File: config.mk
export PLATFORM = sky130hd
export DESIGN_NAME = ch4_reg_length
export DESIGN_NICKNAME = d
export VERILOG_FILES = /design/src/rtl/ch4_reg_length.sv
export SDC_FILE = /design/constraint.sdc
export NUM_CORES = 1
export LEC_CHECK = 0
export CAP_MARGIN = 10
export CORE_MARGIN = 3
export CORE_UTILIZATION = 30
export CTS_CLUSTER_SIZE = 20
export DETAILED_ROUTE_END_ITERATION = 10
export GPL_ROUTABILITY_DRIVEN = 0
export PLACE_DENSITY = 0.62
export SYNTH_ARGS = -nofsm -noshare
export SYNTH_HDL_FRONTEND = slang
export SYNTH_SLANG_ARGS = --single-unit
File: constraint.sdc
create_clock -name i_dova_phi -period 2.1 [get_ports i_dova_phi]
set_input_delay 0.315 -clock i_dova_phi [delete_from_list [all_inputs] [get_ports i_dova_phi]]
set_output_delay 0.315 -clock i_dova_phi [all_outputs]
set_load 0.1 [all_outputs]
File: src/rtl/ch4_reg_length.sv
// ch4_reg_length: noise-channel (channel 4) control registers NR41-NR44,
// pending-trigger latch, 6-bit length timer and CPU read-back for FF20-FF23.
// Ports carry i_/o_ prefixes so that the FF21/FF22 address selects and the
// FF21/FF22 register outputs have distinct names.
module ch4_reg_length (
    input  logic       i_dova_phi,
    input  logic       i_apu_reset,
    input  logic       i_cpu_wr,
    input  logic       i_cpu_rd,
    input  logic       i_ff20,
    input  logic       i_ff21,
    input  logic       i_ff22,
    input  logic       i_ff23,
    input  logic [7:0] i_d_in,
    output logic [7:0] o_d_out,
    output logic       o_d_oe,
    input  logic       i_len_tick,
    input  logic       i_rst_ff23_d7,
    output logic [7:0] o_ff21,
    output logic [7:0] o_nff21,
    output logic [7:0] o_ff22,
    output logic [7:0] o_nff22,
    output logic       o_ff23_d6,
    output logic       o_ff23_d7,
    output logic       o_fugo_q,
    output logic [5:0] o_len_cnt
);

    logic [7:0] r_ff21;
    logic [7:0] r_ff22;
    logic       r_ff23_d6;
    logic       r_ff23_d7;
    logic       r_fugo_q;
    logic [5:0] r_len_cnt;

    logic       w_wr20;
    logic       w_wr21;
    logic       w_wr22;
    logic       w_wr23;
    logic       w_trig;
    logic       w_count;

    assign w_wr20  = i_cpu_wr & i_ff20;
    assign w_wr21  = i_cpu_wr & i_ff21;
    assign w_wr22  = i_cpu_wr & i_ff22;
    assign w_wr23  = i_cpu_wr & i_ff23;
    assign w_trig  = w_wr23 & i_d_in[7];
    assign w_count = i_len_tick & r_ff23_d6 & ~r_fugo_q;

    // NR42 / NR43 data registers
    always_ff @(posedge i_dova_phi or posedge i_apu_reset) begin
        if (i_apu_reset) begin
            r_ff21 <= '0;
            r_ff22 <= '0;
        end else begin
            if (w_wr21) r_ff21 <= i_d_in;
            if (w_wr22) r_ff22 <= i_d_in;
        end
    end

    // NR44 length-enable bit and pending-trigger latch (write beats ack)
    always_ff @(posedge i_dova_phi or posedge i_apu_reset) begin
        if (i_apu_reset) begin
            r_ff23_d6 <= 1'b0;
            r_ff23_d7 <= 1'b0;
        end else begin
            if (w_wr23) r_ff23_d6 <= i_d_in[6];
            if (w_trig) r_ff23_d7 <= 1'b1;
            else if (i_rst_ff23_d7) r_ff23_d7 <= 1'b0;
        end
    end

    // Length counter: FF20 load > trigger reload after expiry > tick increment
    always_ff @(posedge i_dova_phi or posedge i_apu_reset) begin
        if (i_apu_reset) begin
            r_len_cnt <= '0;
            r_fugo_q  <= 1'b0;
        end else if (w_wr20) begin
            r_len_cnt <= i_d_in[5:0];
            r_fugo_q  <= 1'b0;
        end else if (w_trig && r_fugo_q) begin
            r_len_cnt <= '0;
            r_fugo_q  <= 1'b0;
        end else if (w_count) begin
            r_len_cnt <= r_len_cnt + 6'd1;
            if (r_len_cnt == 6'd63) r_fugo_q <= 1'b1;
        end
    end

    // CPU read-back mux; unselected and write-only bits read as 1
    always_comb begin
        o_d_out = '1;
        if (i_ff21)      o_d_out = r_ff21;
        else if (i_ff22) o_d_out = r_ff22;
        else if (i_ff23) o_d_out = {1'b1, r_ff23_d6, 6'b111111};
    end

    assign o_d_oe    = i_cpu_rd & (i_ff20 | i_ff21 | i_ff22 | i_ff23);
    assign o_ff21    = r_ff21;
    assign o_nff21   = ~r_ff21;
    assign o_ff22    = r_ff22;
    assign o_nff22   = ~r_ff22;
    assign o_ff23_d6 = r_ff23_d6;
    assign o_ff23_d7 = r_ff23_d7;
    assign o_fugo_q  = r_fugo_q;
    assign o_len_cnt = r_len_cnt;

endmodule

Word-level counts from Yosys, hierarchy flattened
Cells that the tools add are included.
{ "word_totals": {"ff_bits": 25, "inputBits": 18, "out_inout_bits": 50, "elab_cells": 39} }
{ "classes": {"n_addsub": 1, "n_eq_ne": 1, "mux": 12, "bitwise_logic": 14, "n_reduce_logical": 5} }
{ "ops": {"columns": ["cell", "n"], "rows": [
  ["$mux 6", 3],
  ["$mux 8", 2],
  ["$not 8->8", 2],
  ["$and 1x1->1", 8],
  ["$mux 7", 1],
  ["$add 6x1->6 const B", 1],
  ["$eq 6x6->1 const B", 1],
  ["$mux 1", 6],
  ["$reduce_bool 3->1", 2],
  ["$or 1x1->1", 3],
  ["$reduce_and 2->1", 1],
  ["$reduce_bool 2->1", 1],
  ["$logic_and 1x1->1", 1],
  ["$not 1->1", 1]
]} }

Longest topological paths before layout
{ "depth": {"word_depth": 5, "mapped_depth": 5, "ltp_nobuf": 4} }

Worst setup path after synthesis
Ideal clock, no wire load.
{ "synth_path": {"path_type": "register -> output", "start": "register r_ff21[0], in the netlist o_ff21[0]", "end": "output port o_d_out[0]", "arrival_ps": 3274, "required_ps": 1785, "slack_ps": -1489, "path_stages_with_launch": 3, "path_buffers": 0, "cell_sequence": "dfrtp_1 > inv_1 > a21oi_1"} }
{ "synth_via": {"elab_chain_len": 1} }
{ "synth_lines": {"columns": ["item", "line", "text"], "rows": [
  ["from (decl)", "29", "logic [7:0] r_ff21;"],
  ["from (signal assigned)", "56", "if (w_wr21) r_ff21 <= i_d_in;"],
  ["$mux 8", "93", "if (i_ff21) o_d_out = r_ff21;"],
  ["to (decl)", "15", "output logic [7:0] o_d_out,"]
]} }
No other way between the ends.

Worst setup path after layout
{ "layout_path": {"start": "input port i_ff22", "end": "output port o_d_out[2]"} }
{ "layout_via": {"elab_chain_len": 2} }
{ "layout_lines": {"columns": ["item", "line", "text"], "rows": [
  ["from (decl)", "12", "input logic i_ff22,"],
  ["$mux 8", "94", "else if (i_ff22) o_d_out = r_ff22;"],
  ["$mux 8", "93", null]
]} }
No other way between the ends.

==> results.md <==
- Status: complete, no violations
- Initial drt markers: 16
- Slew @ Worst Pin: 386.7 ps
- Drt wl/cell: 14.36 um
- Logic pwr share: 63.9%
- Worst-path clk slew: 80 ps
- Post-CTS Hold Fix Bufs: 0
- FF-to-FF End: o_len_cnt[3]
- Cell accounting for the most synthesized area: dfrtp_1
- Clk pwr share: 10.6%
- Register area share after synthesis: 49.50%
- Largest net degree at the start of global routing: 26
- I/O pins: 68
- Row count: 22
- Maxcap violations: 0
- Core area: 0.003854 mm2
- Clock Latency Late Sink: 260 ps
- Final setup viols: 0
- Post-Synthesis Cell Area: 0.001264 mm2
- Peak VDD IR: 0.0006181 V
- Final Non-Filler Cells: 242
- Final hold vios: 0
- CTS Buffer Depth: 2
- Unrepaired setup endpoints after global routing: false
- Crit-path leading delay family: buffers and inverters
- Data arrival, critical path: 1530 ps
- Most common cell after layout, fill and taps aside: buf_4
- Via count: 1,117
- Crit Path Category: in -> out
- Layout cell share with drive strength beyond 1: 52.58%
- Total negative slack: 0 ps
- CTS tree: done
- Initial antenna violation count: 0
- DIE HEIGHT: 70.90 um
- Yosys warns: 0
- Root Driver: clkbuf_8
- Slew margin rel.: 74.16%
- Net count after synthesis: 141
- Global-route wire length before repair: 5.602 mm
- Starting Density: 32.79%
- Nature of the critical path endpoint: primary output
- F_max: 543.4 MHz
- PortBufs: 67
- Yosys reg bits: 25
- Router iterations before antenna repair: 2
- CP cell instances: clkdlybuf4s50_1 -> nand2b_1 -> nor2_1 -> a21oi_4 -> buf_12
- Synth Instances: 122
- Die area: 0.005027 mm2
- Syn_area_per_cell: 10.36 um2
- Sequential share of power: 25.5%
- Post-CTS setup buffer count: 0
- Die Wd: 70.90 um
- Critical-path top delay cell: clkdlybuf4s50_1
- Hold crit path type: in -> async
- Switch share: 58.56%
- Reg-to-reg slack, setup: 710 ps
- Crit path launch type: input port
- Pins Over Slew Limit: 0
- Number of global-route vias before repair: 1,082
- Reg2reg path depth: 4
- Startpoint of the worst register-to-register path: o_fugo_q
- Via-to-Cell Ratio: 4.616
- Cell variety after synth: 29
- Grt ovf: 0
- Fin crit share: 87.63%
- CP endpoint: o_d_out[2]
- Global-route usage over all layers: 13.91%
- Post-cts resize count: 0
- Area grow syn2layout: 72.67%
- DRC errors left: 0
- Tmin final: 1840 ps
- WP depth: 5
- Worst-path fanout max: 6
- Setup crit start: i_ff22
- Clk_skew: 2.238 ps
- CP bufs+invs: 2
- Synth top area cells: dfrtp_1 (50%), mux2_2 (15%), inv_1 (5.9%)
- Leak: 0.9715 nW
- Final-stage net count: 214
- Htree depth: 1
- Placed Cells incl. Taps: 238
- Sw Pwr: 1.551 mW
- Pwr/cell area: 1213 mW/mm2
- ANT cells: 0
- TritonCTS Buffers: 3
- HPWL Detailed: 2.836 mm
- Max stage delay on crit path: 560 ps
- Synth top area share: 49.50%
- Most frequent cells in the layout: buf_4 (45), mux2_2 (17), clkdlybuf4s50_1 (17), dfrtp_1 (17), inv_1 (12)
- Required @ worst endpoint: 1780 ps
- Final ANT Viol Nets: 0
- Int Pwr: 1.097 mW
- Final WL: 3.475 mm
- Sink Count: 25
## kinds of logic after synthesis
group,synth area share [%]
muxes,15.94
buffers and inverters,8.019
xor gates and xnor gates,2.773
adders and majority gates,0.9899
and+or+nand+nor,12.18
AOI/OAI and AO/OA,10.59
DFF,49.50
## stage by stage
stage	hold WS [ps]	total power, mW	cell area, um2	util (%)	setup slack (ps)
final	409.0	2.648	2182	56.62	259.7
after global routing	429.3	2.746	2182	56.62	149.4
after CTS	423.2	2.677	2182	56.62	232.7
after detailed placement	544.2	2.388	2136	55.42	237.0
after global placement	529.9	2.375	2136	55.42	261.0
after floorplan	342.5	1.982	1414	-	-108.5
## flip-flops by register name, summed over array words and instances (netlist names)
name,cells
o_ff21,8
o_ff22,8
o_len_cnt,6
o_ff23_d6,1
o_ff23_d7,1
o_fugo_q,1
## worst min path at each step
stage / cells after the start / startpoint / slack (ps) / endpoint
after global placement: 2 / o_ff23_d7 / 530 / o_ff23_d7
after global routing: 3 / i_apu_reset / 430 / o_ff23_d7
after detailed placement: 2 / o_ff23_d7 / 540 / o_ff23_d7
after floorplan: 1 / i_apu_reset / 340 / o_ff21[0]
after CTS: 3 / i_apu_reset / 420 / o_len_cnt[4]
final: 3 / i_apu_reset / 410 / o_ff23_d7
## power groups by stage
| stage | Clock, mW | Combinational (mW) | Sequential (mW) |
|---|---|---|---|
| after floorplan | 0 | 0.733 | 1.25 |
| after global placement | 0 | 1.69 | 0.680 |
| after detailed placement | 0 | 1.70 | 0.685 |
| after CTS | 0.296 | 1.70 | 0.676 |
| after global routing | 0.316 | 1.74 | 0.690 |
| final | 0.281 | 1.69 | 0.675 |
## final cells by class
cell class,count,area (um2)
multi-input cells,74,626.9
well taps,48,60.06
fillers,353,1672
inverters,20,105.1
clock inverters,1,5.005
flip-flops and latches,25,655.6
repair buffers,71,688.2
clock buffers,3,41.29
## worst min-delay path, cell delays in order
cell and delay [ps]:
clkdlybuf4s50_1 400, inv_1 60, buf_4 310
## Yosys cell counts (all sizes together)
library cell	count
xor2	3
nand2b	2
o41a	1
o21ai	7
and3	1
a31o	1
mux2i	1
nand3	2
a211oi	1
buf	3
nor2	7
and3b	1
a21oi	10
and2	1
nand4	2
xnor2	1
inv	20
nand2	11
a41oi	1
nor3b	1
and4	1
o31ai	1
dfrtp	25
ha	1
mux2	17
## routing by layer
metal | global-route usage (%) | share of wire [%]
met3 | 2.273 | 5.7
met2 | 24.41 | 48
met1 | 18.22 | 46
met4 | 2.505 | 0.32
met5 | 0 | 0
(Power assumes the default switching activity.)
